[config.mk]
export PLATFORM = sky130hd
export DESIGN_NAME = magic_nmi_ctrl
export DESIGN_NICKNAME = d
export VERILOG_FILES = /design/src/rtl/magic_pkg.sv /design/src/rtl/magic_cfg_regs.sv /design/src/rtl/magic_nmi_ctrl.sv
export SDC_FILE = /design/constraint.sdc
export NUM_CORES = 1
export LEC_CHECK = 0
export ABC_CLOCK_PERIOD_IN_PS = 5400
export CAP_MARGIN = 30
export CELL_PAD_IN_SITES_DETAIL_PLACEMENT = 2
export CELL_PAD_IN_SITES_GLOBAL_PLACEMENT = 2
export CORE_MARGIN = 3
export CORE_UTILIZATION = 33
export CTS_CLUSTER_DIAMETER = 50
export DETAILED_ROUTE_END_ITERATION = 8
export HOLD_SLACK_MARGIN = 0.02
export PLACE_DENSITY_LB_ADDON = 0.1
export SYNTH_ARGS = -nofsm -noshare
export SYNTH_HDL_FRONTEND = slang
export SYNTH_SLANG_ARGS = --single-unit
[constraint.sdc]
create_clock -name i_clk28 -period 5.4 [get_ports i_clk28]
set_clock_uncertainty 0.1 [all_clocks]
set_input_delay 1.08 -clock i_clk28 [delete_from_list [all_inputs] [get_ports i_clk28]]
set_output_delay 1.08 -clock i_clk28 [all_outputs]
set_load 0.03 [all_outputs]
[src/rtl/magic_pkg.sv]
// Shared types and default constants for the magic-mode NMI controller.
// Both the controller and its config register file import this package.
package magic_pkg;

  typedef enum logic [2:0] {
    ST_IDLE       = 3'd0,
    ST_NMI_PEND   = 3'd1,
    ST_CHECK_SIG  = 3'd2,
    ST_MAPPED     = 3'd3,
    ST_UNMAP_WAIT = 3'd4,
    ST_REMAP_WAIT = 3'd5
  } magic_state_t;

  localparam logic [15:0] NMI_VEC_DEF      = 16'h0066;
  localparam logic [15:0] EXIT_ADDR_DEF    = 16'hF000;
  localparam logic [15:0] REENTER_ADDR_DEF = 16'hF008;
  localparam logic [7:0]  CFG_PORT_DEF     = 8'hFF;
  localparam logic [7:0]  SIG_BYTE_DEF     = 8'hEB;

  localparam logic [7:0]  IDX_LIVE   = 8'h00;
  localparam logic [7:0]  IDX_STATUS = 8'hFF;

  // Index of the lowest set bit; 0 when nothing is set.
  function automatic logic [2:0] lowest_set(input logic [7:0] v);
    logic [2:0] r;
    r = 3'd0;
    for (int i = 7; i >= 0; i--) begin
      if (v[i]) begin
        r = 3'(i);
      end else begin
        r = r;
      end
    end
    return r;
  endfunction

endpackage

[src/rtl/magic_cfg_regs.sv]
// Config register file behind the magic I/O port: write decode and a
// registered readback mux covering live sources, registers and status.
module magic_cfg_regs
  import magic_pkg::*;
#(
  parameter int                     NUM_CFG   = 13,
  parameter logic [8*NUM_CFG-1:0]   CFG_RESET = '0
) (
  input  logic                   i_clk28,
  input  logic                   i_rst,
  input  logic                   i_cs,
  input  logic                   i_wr,
  input  logic                   i_rd,
  input  logic [7:0]             i_idx,
  input  logic [7:0]             i_d,
  input  logic [7:0]             i_live,
  input  logic [7:0]             i_status,
  output logic [8*NUM_CFG-1:0]   o_cfg_q,
  output logic [7:0]             o_d_out,
  output logic                   o_d_out_active
);

  logic [8*NUM_CFG-1:0] r_cfg;
  logic [8*NUM_CFG-1:0] w_cfg_nxt;
  logic [7:0]           r_d_out;
  logic                 r_d_out_active;
  logic                 w_wr_en;
  logic                 w_reg_hit;
  logic [7:0]           w_reg_data;
  logic                 w_rd_hit;
  logic [7:0]           w_rd_data;

  assign w_wr_en = i_cs && i_wr;

  // Per-register write select; every wr cycle overwrites, so the last value wins.
  always_comb begin
    w_cfg_nxt  = r_cfg;
    w_reg_hit  = 1'b0;
    w_reg_data = 8'h00;
    for (int i = 1; i <= NUM_CFG; i++) begin
      w_cfg_nxt[8*i-1 -: 8] = (w_wr_en && (i_idx == 8'(i))) ? i_d : r_cfg[8*i-1 -: 8];
      w_reg_hit  = w_reg_hit | (i_idx == 8'(i));
      w_reg_data = w_reg_data | (r_cfg[8*i-1 -: 8] & {8{i_idx == 8'(i)}});
    end
  end

  // Readback source select for the addressed index.
  always_comb begin
    w_rd_hit  = 1'b0;
    w_rd_data = 8'h00;
    if (i_idx == IDX_LIVE) begin
      w_rd_hit  = 1'b1;
      w_rd_data = i_live;
    end else if (i_idx == IDX_STATUS) begin
      w_rd_hit  = 1'b1;
      w_rd_data = i_status;
    end else begin
      w_rd_hit  = w_reg_hit;
      w_rd_data = w_reg_data;
    end
  end

  // Register file storage.
  always_ff @(posedge i_clk28 or posedge i_rst) begin
    if (i_rst) begin
      r_cfg <= CFG_RESET;
    end else begin
      r_cfg <= w_cfg_nxt;
    end
  end

  // Registered readback; drive enable drops the cycle after rd falls.
  always_ff @(posedge i_clk28 or posedge i_rst) begin
    if (i_rst) begin
      r_d_out        <= 8'h00;
      r_d_out_active <= 1'b0;
    end else if (i_cs && i_rd) begin
      r_d_out_active <= w_rd_hit;
      r_d_out        <= w_rd_hit ? w_rd_data : r_d_out;
    end else begin
      r_d_out_active <= 1'b0;
    end
  end

  assign o_cfg_q        = r_cfg;
  assign o_d_out        = r_d_out;
  assign o_d_out_active = r_d_out_active;

endmodule

[src/rtl/magic_nmi_ctrl.sv]
// Magic-mode controller: NMI source arbitration and acknowledge timeout,
// magic ROM map/unmap sequencing with signature check, and sticky status.
module magic_nmi_ctrl
  import magic_pkg::*;
#(
  parameter int                    NUM_SRC        = 2,
  parameter int                    NUM_CFG        = 13,
  parameter logic [8*NUM_CFG-1:0]  CFG_RESET      = '0,
  parameter logic [7:0]            SIG_BYTE       = SIG_BYTE_DEF,
  parameter logic [15:0]           NMI_VEC        = NMI_VEC_DEF,
  parameter logic [15:0]           EXIT_ADDR      = EXIT_ADDR_DEF,
  parameter logic [15:0]           REENTER_ADDR   = REENTER_ADDR_DEF,
  parameter logic [7:0]            CFG_PORT       = CFG_PORT_DEF,
  parameter bit                    MAGIC_ON_START = 1'b1,
  parameter int                    NMI_TIMEOUT    = 65535
) (
  input  logic                   i_clk28,
  input  logic                   i_rst,
  input  logic [15:0]            i_a,
  input  logic [7:0]             i_d,
  input  logic                   i_mreq,
  input  logic                   i_ioreq,
  input  logic                   i_rd,
  input  logic                   i_wr,
  input  logic                   i_m1,
  input  logic                   i_frame_tick,
  input  logic [NUM_SRC-1:0]     i_src,
  input  logic [NUM_SRC-1:0]     i_src_en,
  output logic                   o_n_nmi,
  output logic                   o_magic_mode,
  output logic                   o_magic_map,
  output logic [8*NUM_CFG-1:0]   o_cfg_q,
  output logic [7:0]             o_d_out,
  output logic                   o_d_out_active
);

  localparam int              TW         = $clog2(NMI_TIMEOUT + 1);
  localparam logic [TW-1:0]   TIMER_LAST = TW'(NMI_TIMEOUT - 1);
  localparam logic [TW-1:0]   TIMER_ONE  = TW'(1);
  localparam magic_state_t    RST_STATE  = MAGIC_ON_START ? ST_CHECK_SIG : ST_IDLE;

  magic_state_t  r_state, w_state_nxt;
  logic          r_n_nmi, w_n_nmi_nxt;
  logic          r_mode, w_mode_nxt;
  logic          r_map, w_map_nxt;
  logic [2:0]    r_cause, w_cause_nxt;
  logic [TW-1:0] r_timer, w_timer_nxt;
  logic          r_match, w_match_nxt;
  logic          r_reading, w_reading_nxt;
  logic          r_reenter, w_reenter_nxt;
  logic          r_sig_fail, w_sig_fail_nxt;
  logic          r_nmi_to, w_nmi_to_nxt;
  logic          r_status_rd;
  logic          w_set_sig_fail, w_set_nmi_to;

  logic [7:0]    w_src8, w_pend8, w_status, w_idx;
  logic          w_cfg_cs, w_status_rd, w_flag_clr, w_fetch;

  // Zero-extend source vectors to the byte-wide status/arbitration width.
  always_comb begin
    w_src8                 = 8'h00;
    w_pend8                = 8'h00;
    w_src8[NUM_SRC-1:0]    = i_src;
    w_pend8[NUM_SRC-1:0]   = i_src & i_src_en;
  end

  assign w_idx       = i_a[15:8];
  assign w_cfg_cs    = r_map && i_ioreq && (i_a[7:0] == CFG_PORT);
  assign w_status_rd = w_cfg_cs && i_rd && (w_idx == IDX_STATUS);
  assign w_flag_clr  = r_status_rd && !w_status_rd;
  assign w_fetch     = i_mreq && i_m1 && i_rd;
  assign w_status    = {r_sig_fail, r_nmi_to, 3'b000, r_cause};

  // Next-state and registered-output logic for the session FSM.
  always_comb begin
    w_state_nxt    = r_state;
    w_n_nmi_nxt    = r_n_nmi;
    w_mode_nxt     = r_mode;
    w_map_nxt      = r_map;
    w_cause_nxt    = r_cause;
    w_timer_nxt    = r_timer;
    w_match_nxt    = r_match;
    w_reading_nxt  = r_reading;
    w_reenter_nxt  = r_reenter;
    w_set_sig_fail = 1'b0;
    w_set_nmi_to   = 1'b0;
    case (r_state)
      ST_IDLE: begin
        if (i_frame_tick && (w_pend8 != 8'h00)) begin
          w_cause_nxt = lowest_set(w_pend8);
          w_n_nmi_nxt = 1'b0;
          w_mode_nxt  = 1'b1;
          w_timer_nxt = '0;
          w_state_nxt = ST_NMI_PEND;
        end else begin
          w_state_nxt = ST_IDLE;
        end
      end
      ST_NMI_PEND: begin
        // Acknowledge is tested first so it wins over a simultaneous timeout.
        if (i_m1 && i_mreq && (i_a == NMI_VEC)) begin
          w_n_nmi_nxt = 1'b1;
          w_map_nxt   = 1'b1;
          w_state_nxt = ST_CHECK_SIG;
        end else if (r_timer == TIMER_LAST) begin
          w_n_nmi_nxt  = 1'b1;
          w_mode_nxt   = 1'b0;
          w_set_nmi_to = 1'b1;
          w_state_nxt  = ST_IDLE;
        end else begin
          w_timer_nxt = r_timer + TIMER_ONE;
        end
      end
      ST_CHECK_SIG: begin
        if (!r_reading) begin
          if (w_fetch) begin
            w_match_nxt   = (i_d == SIG_BYTE);
            w_reading_nxt = 1'b1;
          end else begin
            w_reading_nxt = 1'b0;
          end
        end else if (!w_fetch) begin
          w_reading_nxt = 1'b0;
          if (r_match) begin
            w_state_nxt = ST_MAPPED;
          end else begin
            w_map_nxt      = 1'b0;
            w_mode_nxt     = 1'b0;
            w_set_sig_fail = 1'b1;
            w_state_nxt    = ST_IDLE;
          end
        end else begin
          w_reading_nxt = 1'b1;
        end
      end
      ST_MAPPED: begin
        if (i_mreq && i_rd && (i_a == EXIT_ADDR)) begin
          w_mode_nxt    = 1'b0;
          w_reenter_nxt = 1'b0;
          w_state_nxt   = ST_UNMAP_WAIT;
        end else if (i_mreq && i_rd && (i_a == REENTER_ADDR)) begin
          w_reenter_nxt = 1'b1;
          w_state_nxt   = ST_UNMAP_WAIT;
        end else begin
          w_state_nxt = ST_MAPPED;
        end
      end
      ST_UNMAP_WAIT: begin
        if (!i_mreq) begin
          w_map_nxt   = 1'b0;
          w_state_nxt = r_reenter ? ST_REMAP_WAIT : ST_IDLE;
        end else begin
          w_state_nxt = ST_UNMAP_WAIT;
        end
      end
      ST_REMAP_WAIT: begin
        if (i_m1 && i_mreq) begin
          w_map_nxt   = 1'b1;
          w_state_nxt = ST_MAPPED;
        end else begin
          w_state_nxt = ST_REMAP_WAIT;
        end
      end
      default: begin
        w_state_nxt = ST_IDLE;
        w_n_nmi_nxt = 1'b1;
        w_mode_nxt  = 1'b0;
        w_map_nxt   = 1'b0;
      end
    endcase
  end

  // Sticky flags: a set in the clearing cycle takes priority.
  always_comb begin
    if (w_set_sig_fail) begin
      w_sig_fail_nxt = 1'b1;
    end else if (w_flag_clr) begin
      w_sig_fail_nxt = 1'b0;
    end else begin
      w_sig_fail_nxt = r_sig_fail;
    end
    if (w_set_nmi_to) begin
      w_nmi_to_nxt = 1'b1;
    end else if (w_flag_clr) begin
      w_nmi_to_nxt = 1'b0;
    end else begin
      w_nmi_to_nxt = r_nmi_to;
    end
  end

  // State and output registers.
  always_ff @(posedge i_clk28 or posedge i_rst) begin
    if (i_rst) begin
      r_state     <= RST_STATE;
      r_n_nmi     <= 1'b1;
      r_mode      <= MAGIC_ON_START;
      r_map       <= MAGIC_ON_START;
      r_cause     <= 3'd0;
      r_timer     <= '0;
      r_match     <= 1'b0;
      r_reading   <= 1'b0;
      r_reenter   <= 1'b0;
      r_sig_fail  <= 1'b0;
      r_nmi_to    <= 1'b0;
      r_status_rd <= 1'b0;
    end else begin
      r_state     <= w_state_nxt;
      r_n_nmi     <= w_n_nmi_nxt;
      r_mode      <= w_mode_nxt;
      r_map       <= w_map_nxt;
      r_cause     <= w_cause_nxt;
      r_timer     <= w_timer_nxt;
      r_match     <= w_match_nxt;
      r_reading   <= w_reading_nxt;
      r_reenter   <= w_reenter_nxt;
      r_sig_fail  <= w_sig_fail_nxt;
      r_nmi_to    <= w_nmi_to_nxt;
      r_status_rd <= w_status_rd;
    end
  end

  magic_cfg_regs #(
    .NUM_CFG   (NUM_CFG),
    .CFG_RESET (CFG_RESET)
  ) u_cfg (
    .i_clk28        (i_clk28),
    .i_rst          (i_rst),
    .i_cs           (w_cfg_cs),
    .i_wr           (i_wr),
    .i_rd           (i_rd),
    .i_idx          (w_idx),
    .i_d            (i_d),
    .i_live         (w_src8),
    .i_status       (w_status),
    .o_cfg_q        (o_cfg_q),
    .o_d_out        (o_d_out),
    .o_d_out_active (o_d_out_active)
  );

  assign o_n_nmi      = r_n_nmi;
  assign o_magic_mode = r_mode;
  assign o_magic_map  = r_map;

endmodule

# After elaboration in Yosys (flattened, before gate mapping)
# Index checks and enable logic that the tools add are counted.
# totals
inputBits	36
ff_bits	144
# op_classes
mux	52
n_addsub	1
eq_ne	37
n_reduce_logical	46
n_bitwise	42
# op_table
operator	count
AND 8 bit	13
bitwise OR 8 bit	12
== test 16 bit, second input constant	3
== test 8 x 4 -> 1 bit, second input constant	6
2-to-1 mux 16 bit	3
== test 8 x 3 -> 1 bit, second input constant	4
one-hot mux 16 bit (2 select lines)	1
2-to-1 mux 1 bit	31
2-to-1 mux 3 bit	10
logical AND 1 bit	26
== test 8 bit, second input constant	3
!= test 2 bit, second input constant	11
one-hot mux 3 bit (6 select lines)	1
adder 16 x 1 -> 16 bit, second input constant	1
== test 16 x 7 -> 1 bit, second input constant	1
== test 8 x 2 -> 1 bit, second input constant	2
2-to-1 mux 8 bit	2
bitwise OR 1 bit	12
one-hot mux 1 bit (5 select lines)	2
AND reduction 3 bit	3
== test 8 x 1 -> 1 bit, second input constant	1
zero test 8 bit	1
AND reduction 8 bit	1
nonzero test 2 bit	4
16 further kinds	24

# Logic depth before layout (Yosys ltp)
# depth
depth_word	16
mapped_depth	9
ltp_nobuf	7

# Cells and area by module
# Synthesis repeated with hierarchy kept, for this count alone.
# unflattened
cells_unflattened	685
area_unflattened_um2	7523.5
# modules_own_cells
mod	n_inst	cells_each	area_each_um2
magic_cfg_regs	1	479	5705.5
magic_nmi_ctrl	1	206	1818.0

# Worst setup path before layout
# Ideal clock, no wire load.
# synth_path
path_type	in2reg
startpoint	input port i_a[13]
endpoint	register u_cfg.r_cfg[80], in the netlist u_cfg.o_cfg_q[80]
path_buffers	3
setup_ns	0.125
t_arrival_ns	2.792
path_slack_ns	2.383
cell_stages	8
path_cell_list	or4_4 -> buf_6 -> nor3_4 -> and2_1 -> buf_4 -> and2b_2 -> buf_8 -> mux2_4
# synth_via
elab_chain_len	2
# synth_rtl
item	line	source
start: declaration	magic_nmi_ctrl.sv:19	input logic [15:0] i_a,
== test 8 x 4 -> 1 bit	magic_cfg_regs.sv:41	w_cfg_nxt[8*i-1 -: 8] = (w_wr_en && (i_idx == 8'(i))) ? i_d : r_cfg[8*i-1 -: 8];
logical AND 1 bit	magic_cfg_regs.sv:41	
end signal: assignment	magic_cfg_regs.sv:68	r_cfg <= w_cfg_nxt;
end: declaration	magic_cfg_regs.sv:23	logic [8*NUM_CFG-1:0] r_cfg;
# No other way between the ends.
# A chain may end at the register's enable or synchronous reset.

# Final worst setup path
# layout_path
startpoint	input port i_a[8]
endpoint	register r_timer[10]
# layout_via
elab_chain_len	4
# layout_rtl
item	line	source
== test 16 x 7 -> 1 bit	magic_nmi_ctrl.sv:101	if (i_m1 && i_mreq && (i_a == NMI_VEC)) begin
logical AND 1 bit	magic_nmi_ctrl.sv:101	
!= test 2 bit (no line)	-	
AND reduction 4 bit (no line)	-	
end signal: assignment	magic_nmi_ctrl.sv:212	r_timer <= w_timer_nxt;
end: declaration	magic_nmi_ctrl.sv:47	logic [TW-1:0] r_timer, w_timer_nxt;
# No other way between the ends.

==> run metrics <==
status=complete, no violations; WP data required=5.59 ns; Fin. Hold Viols=0; delay of the slowest cell on the worst path=0.89 ns; RSZ-0062 raised after global routing=no; worst min path class=flop to flop; total CTS buffers=17; Vias=between 6k and 7k; gr usage total=24.2%; TritonCTS clock tree=built; Critical Setup Path Class=input pin to flop; Layout Cells excl Fill=1,053; layout cells sized above 1=24.0%; most common cell after layout, fill and taps aside=clkdlybuf4s50_1; drt drc=0; fraction of registers with async set/reset=100%; Worst VDD drop=between 150 and 200 uV; ys flop type=dfrtp_1; final HPWL from detailed placement=about 20,000 um; largest net degree at the start of global routing=82; crit path time final=about 3.7 ns; Yosys cell types=73; post-route ant nets=0; CTS sink count=142; DR vias/cell=approximately 5.9; Max FO, Critical Path=29; I/O Buffers=151; overall die width=154 um; CP Data Arrival Time=a little under 4 ns; FF+latch count, synth=142; GRT Max-Usage Layer=met2; Ports=roughly 150; Post-Synthesis Net Count=roughly 660; Initial Util=approximately a third; sequential element share of the synthesized area=49.1%; hold-fix buffer count after cts=0; Cells after Synth=625; grt met2 use=just under 40%; CTS resizes=0; max-cap violation count=0; routability congestion estimate=a little over 0.8; met1 usage=about a third; H-tree levels=4; initial antenna violation count=0; drt first-iter violations=around 300; Post-Route WL=28,700 um; Clock transition at path regs=0.06 ns; pwr dens=approximately 300 nW/um^2; Clock Latency Late Sink=around 0.43 ns; Core Area=21,300 sq um; Placement Rows=53; diode count=0; leakage power=4.10 nW; final net count=803; final setup vio count=0; die area=between 20,000 and 25,000 sq um; fmax=0.268 GHz; area delta synth->final=32.3%; CP Capture Type=flop; Slew headroom=31.4%; Synth Warn #=0; Hold WS=0.405 ns; post-place instance area=approximately 9000 sq um; Worst setup SP type=input pin; synthesized cell area=7250 sq um; clk root buf=clkbuf_16; worst slew pin tran=between 1 and 1.5 ns; vias in the first global route=between 6k and 7k; post-CTS setup buffers=0; setup TNS=0 ns; Slowest-stage cell, CP=and3_1; Syn Area/Cell=between 10 and 15 sq um; Max Root-Sink Buffers=2; chip height=154 um; EDFF count, synth=0; drt wl/cell=27.3 um; commonest cells after routing, fill and taps aside=151 x clkdlybuf4s50_1, 138 x dfrtp_1, 109 x mux2_2, 33 x nand2_1, 23 x nand3_1; met3 Usage GRT=about 4.1%; final slew viol count=0; Inst Count DP=1,021; final worst path period share=69.1%; Detailed Routing Iterations Pass 1=5; first-pass GRT wire length=approximately 44,000 um; Overflow after GRT=0; post-route design area=9590 sq um; crit-path cells=clkdlybuf4s50_1, or2_2, nor4_4, and3_1, or4_1, a21oi_1
==> metrics by stage <==
| stage | power (mW) | worst slack [ns] | util (%) |
|---|---|---|---|
| 2_1_floorplan | 1.51 | 0.417 | - |
| 3_3_place_gp | 1.65 | 1.34 | 42.2 |
| 3_5_place_dp | 1.68 | 1.30 | 42.3 |
| 4_1_cts | 2.89 | 1.71 | 45.1 |
| 5_1_grt | 3.01 | 1.48 | 45.1 |
| 6_report | 2.86 | 1.67 | 45.1 |
==> Yosys cell counts, types with 9 or more instances <==
| cell type | n | area share, % |
|---|---|---|
| dfrtp_1 | 138 | 48 |
| mux2_2 | 109 | 17 |
| nand2_1 | 33 | 1.7 |
| nand3_1 | 23 | 1.6 |
| clkbuf_1 | 22 | 1.1 |
| nor2_1 | 21 | 1.1 |
| a21oi_1 | 20 | 1.4 |
| o21ai_0 | 18 | 1.2 |
| nand4_1 | 17 | 1.5 |
| mux2i_1 | 14 | 1.9 |
| o31ai_1 | 14 | 1.4 |
| inv_1 | 12 | 0.62 |
| or4_1 | 10 | 1.0 |
| buf_2 | 9 | 0.62 |
==> metal layers <==
| metal | vias up | part of all wire (%) |
|---|---|---|
| li1 | 2654 | - |
| met1 | 3271 | 47 |
| met2 | 220 | 47 |
| met3 | 36 | 4.8 |
| met4 | 0 | 1.8 |
| met5 | - | 0 |
==> cell families (layout without fill, tap and decap cells) <==
family,after synthesis,after routing,share of synthesized area [%]
adders and majority gates,2,2,0.345
AOI/OAI and AO/OA,122,122,11.9
DFF,142,142,49.1
buffers and inverters,56,209,3.69
and+or+nand+nor,169,169,13.5
muxes,134,134,21.4
==> sequential cells by signal, summed over array words and instances, names as in the netlist <==
name                  count
u_cfg.o_cfg_q           104
r_timer                  16
u_cfg.o_d_out             8
r_state                   3
o_magic_map               1
o_magic_mode              1
o_n_nmi                   1
r_cause                   1
r_match                   1
r_nmi_to                  1
r_reading                 1
r_reenter                 1
r_sig_fail                1
r_status_rd               1
u_cfg.o_d_out_active      1
==> area by class of cell <==
cell class	count	area, sq um
multi-input combinational	427	3430
inverter	13	53.8
timing repair buffer	164	1610
clock inverter	14	158
fill	2137	11700
clock buffer	18	439
tap	275	344
sequential	142	3560
==> where the power goes <==
part / internal (mW) / switching [mW] / leakage, nW
sequential: 1.13 / 0.0884 / 1.89
clock: 0.700 / 0.491 / 0.284
combinational: 0.167 / 0.287 / 1.93
total: 2.00 / 0.866 / 4.10
==> final timing paths <==
| kind | from | endpoint | slack (ns) | cells past startpoint |
|---|---|---|---|---|
| setup / recovery | i_a[8] | r_timer[10] | 1.67 | 6 |
| hold / removal | u_cfg.o_d_out[7] | u_cfg.o_d_out[7] | 0.40 | 2 |
| setup reg to reg | r_state[0] | r_timer[10] | 2.65 | 5 |
| hold reg to reg | u_cfg.o_d_out[7] | u_cfg.o_d_out[7] | 0.40 | 2 |
| max in group asynchronous | i_rst | u_cfg.o_cfg_q[10] | 3.14 | 3 |
| min in group asynchronous | i_rst | u_cfg.o_cfg_q[31] | 1.09 | 2 |
==> critical path: cells and delay by family <==
| kind | cells | cell delay [ns] |
|---|---|---|
| compound gates | 1 | 0.07 |
| buf+inv | 1 | 0.81 |
| simple gates | 4 | 1.95 |
(Power assumes the default switching activity.)
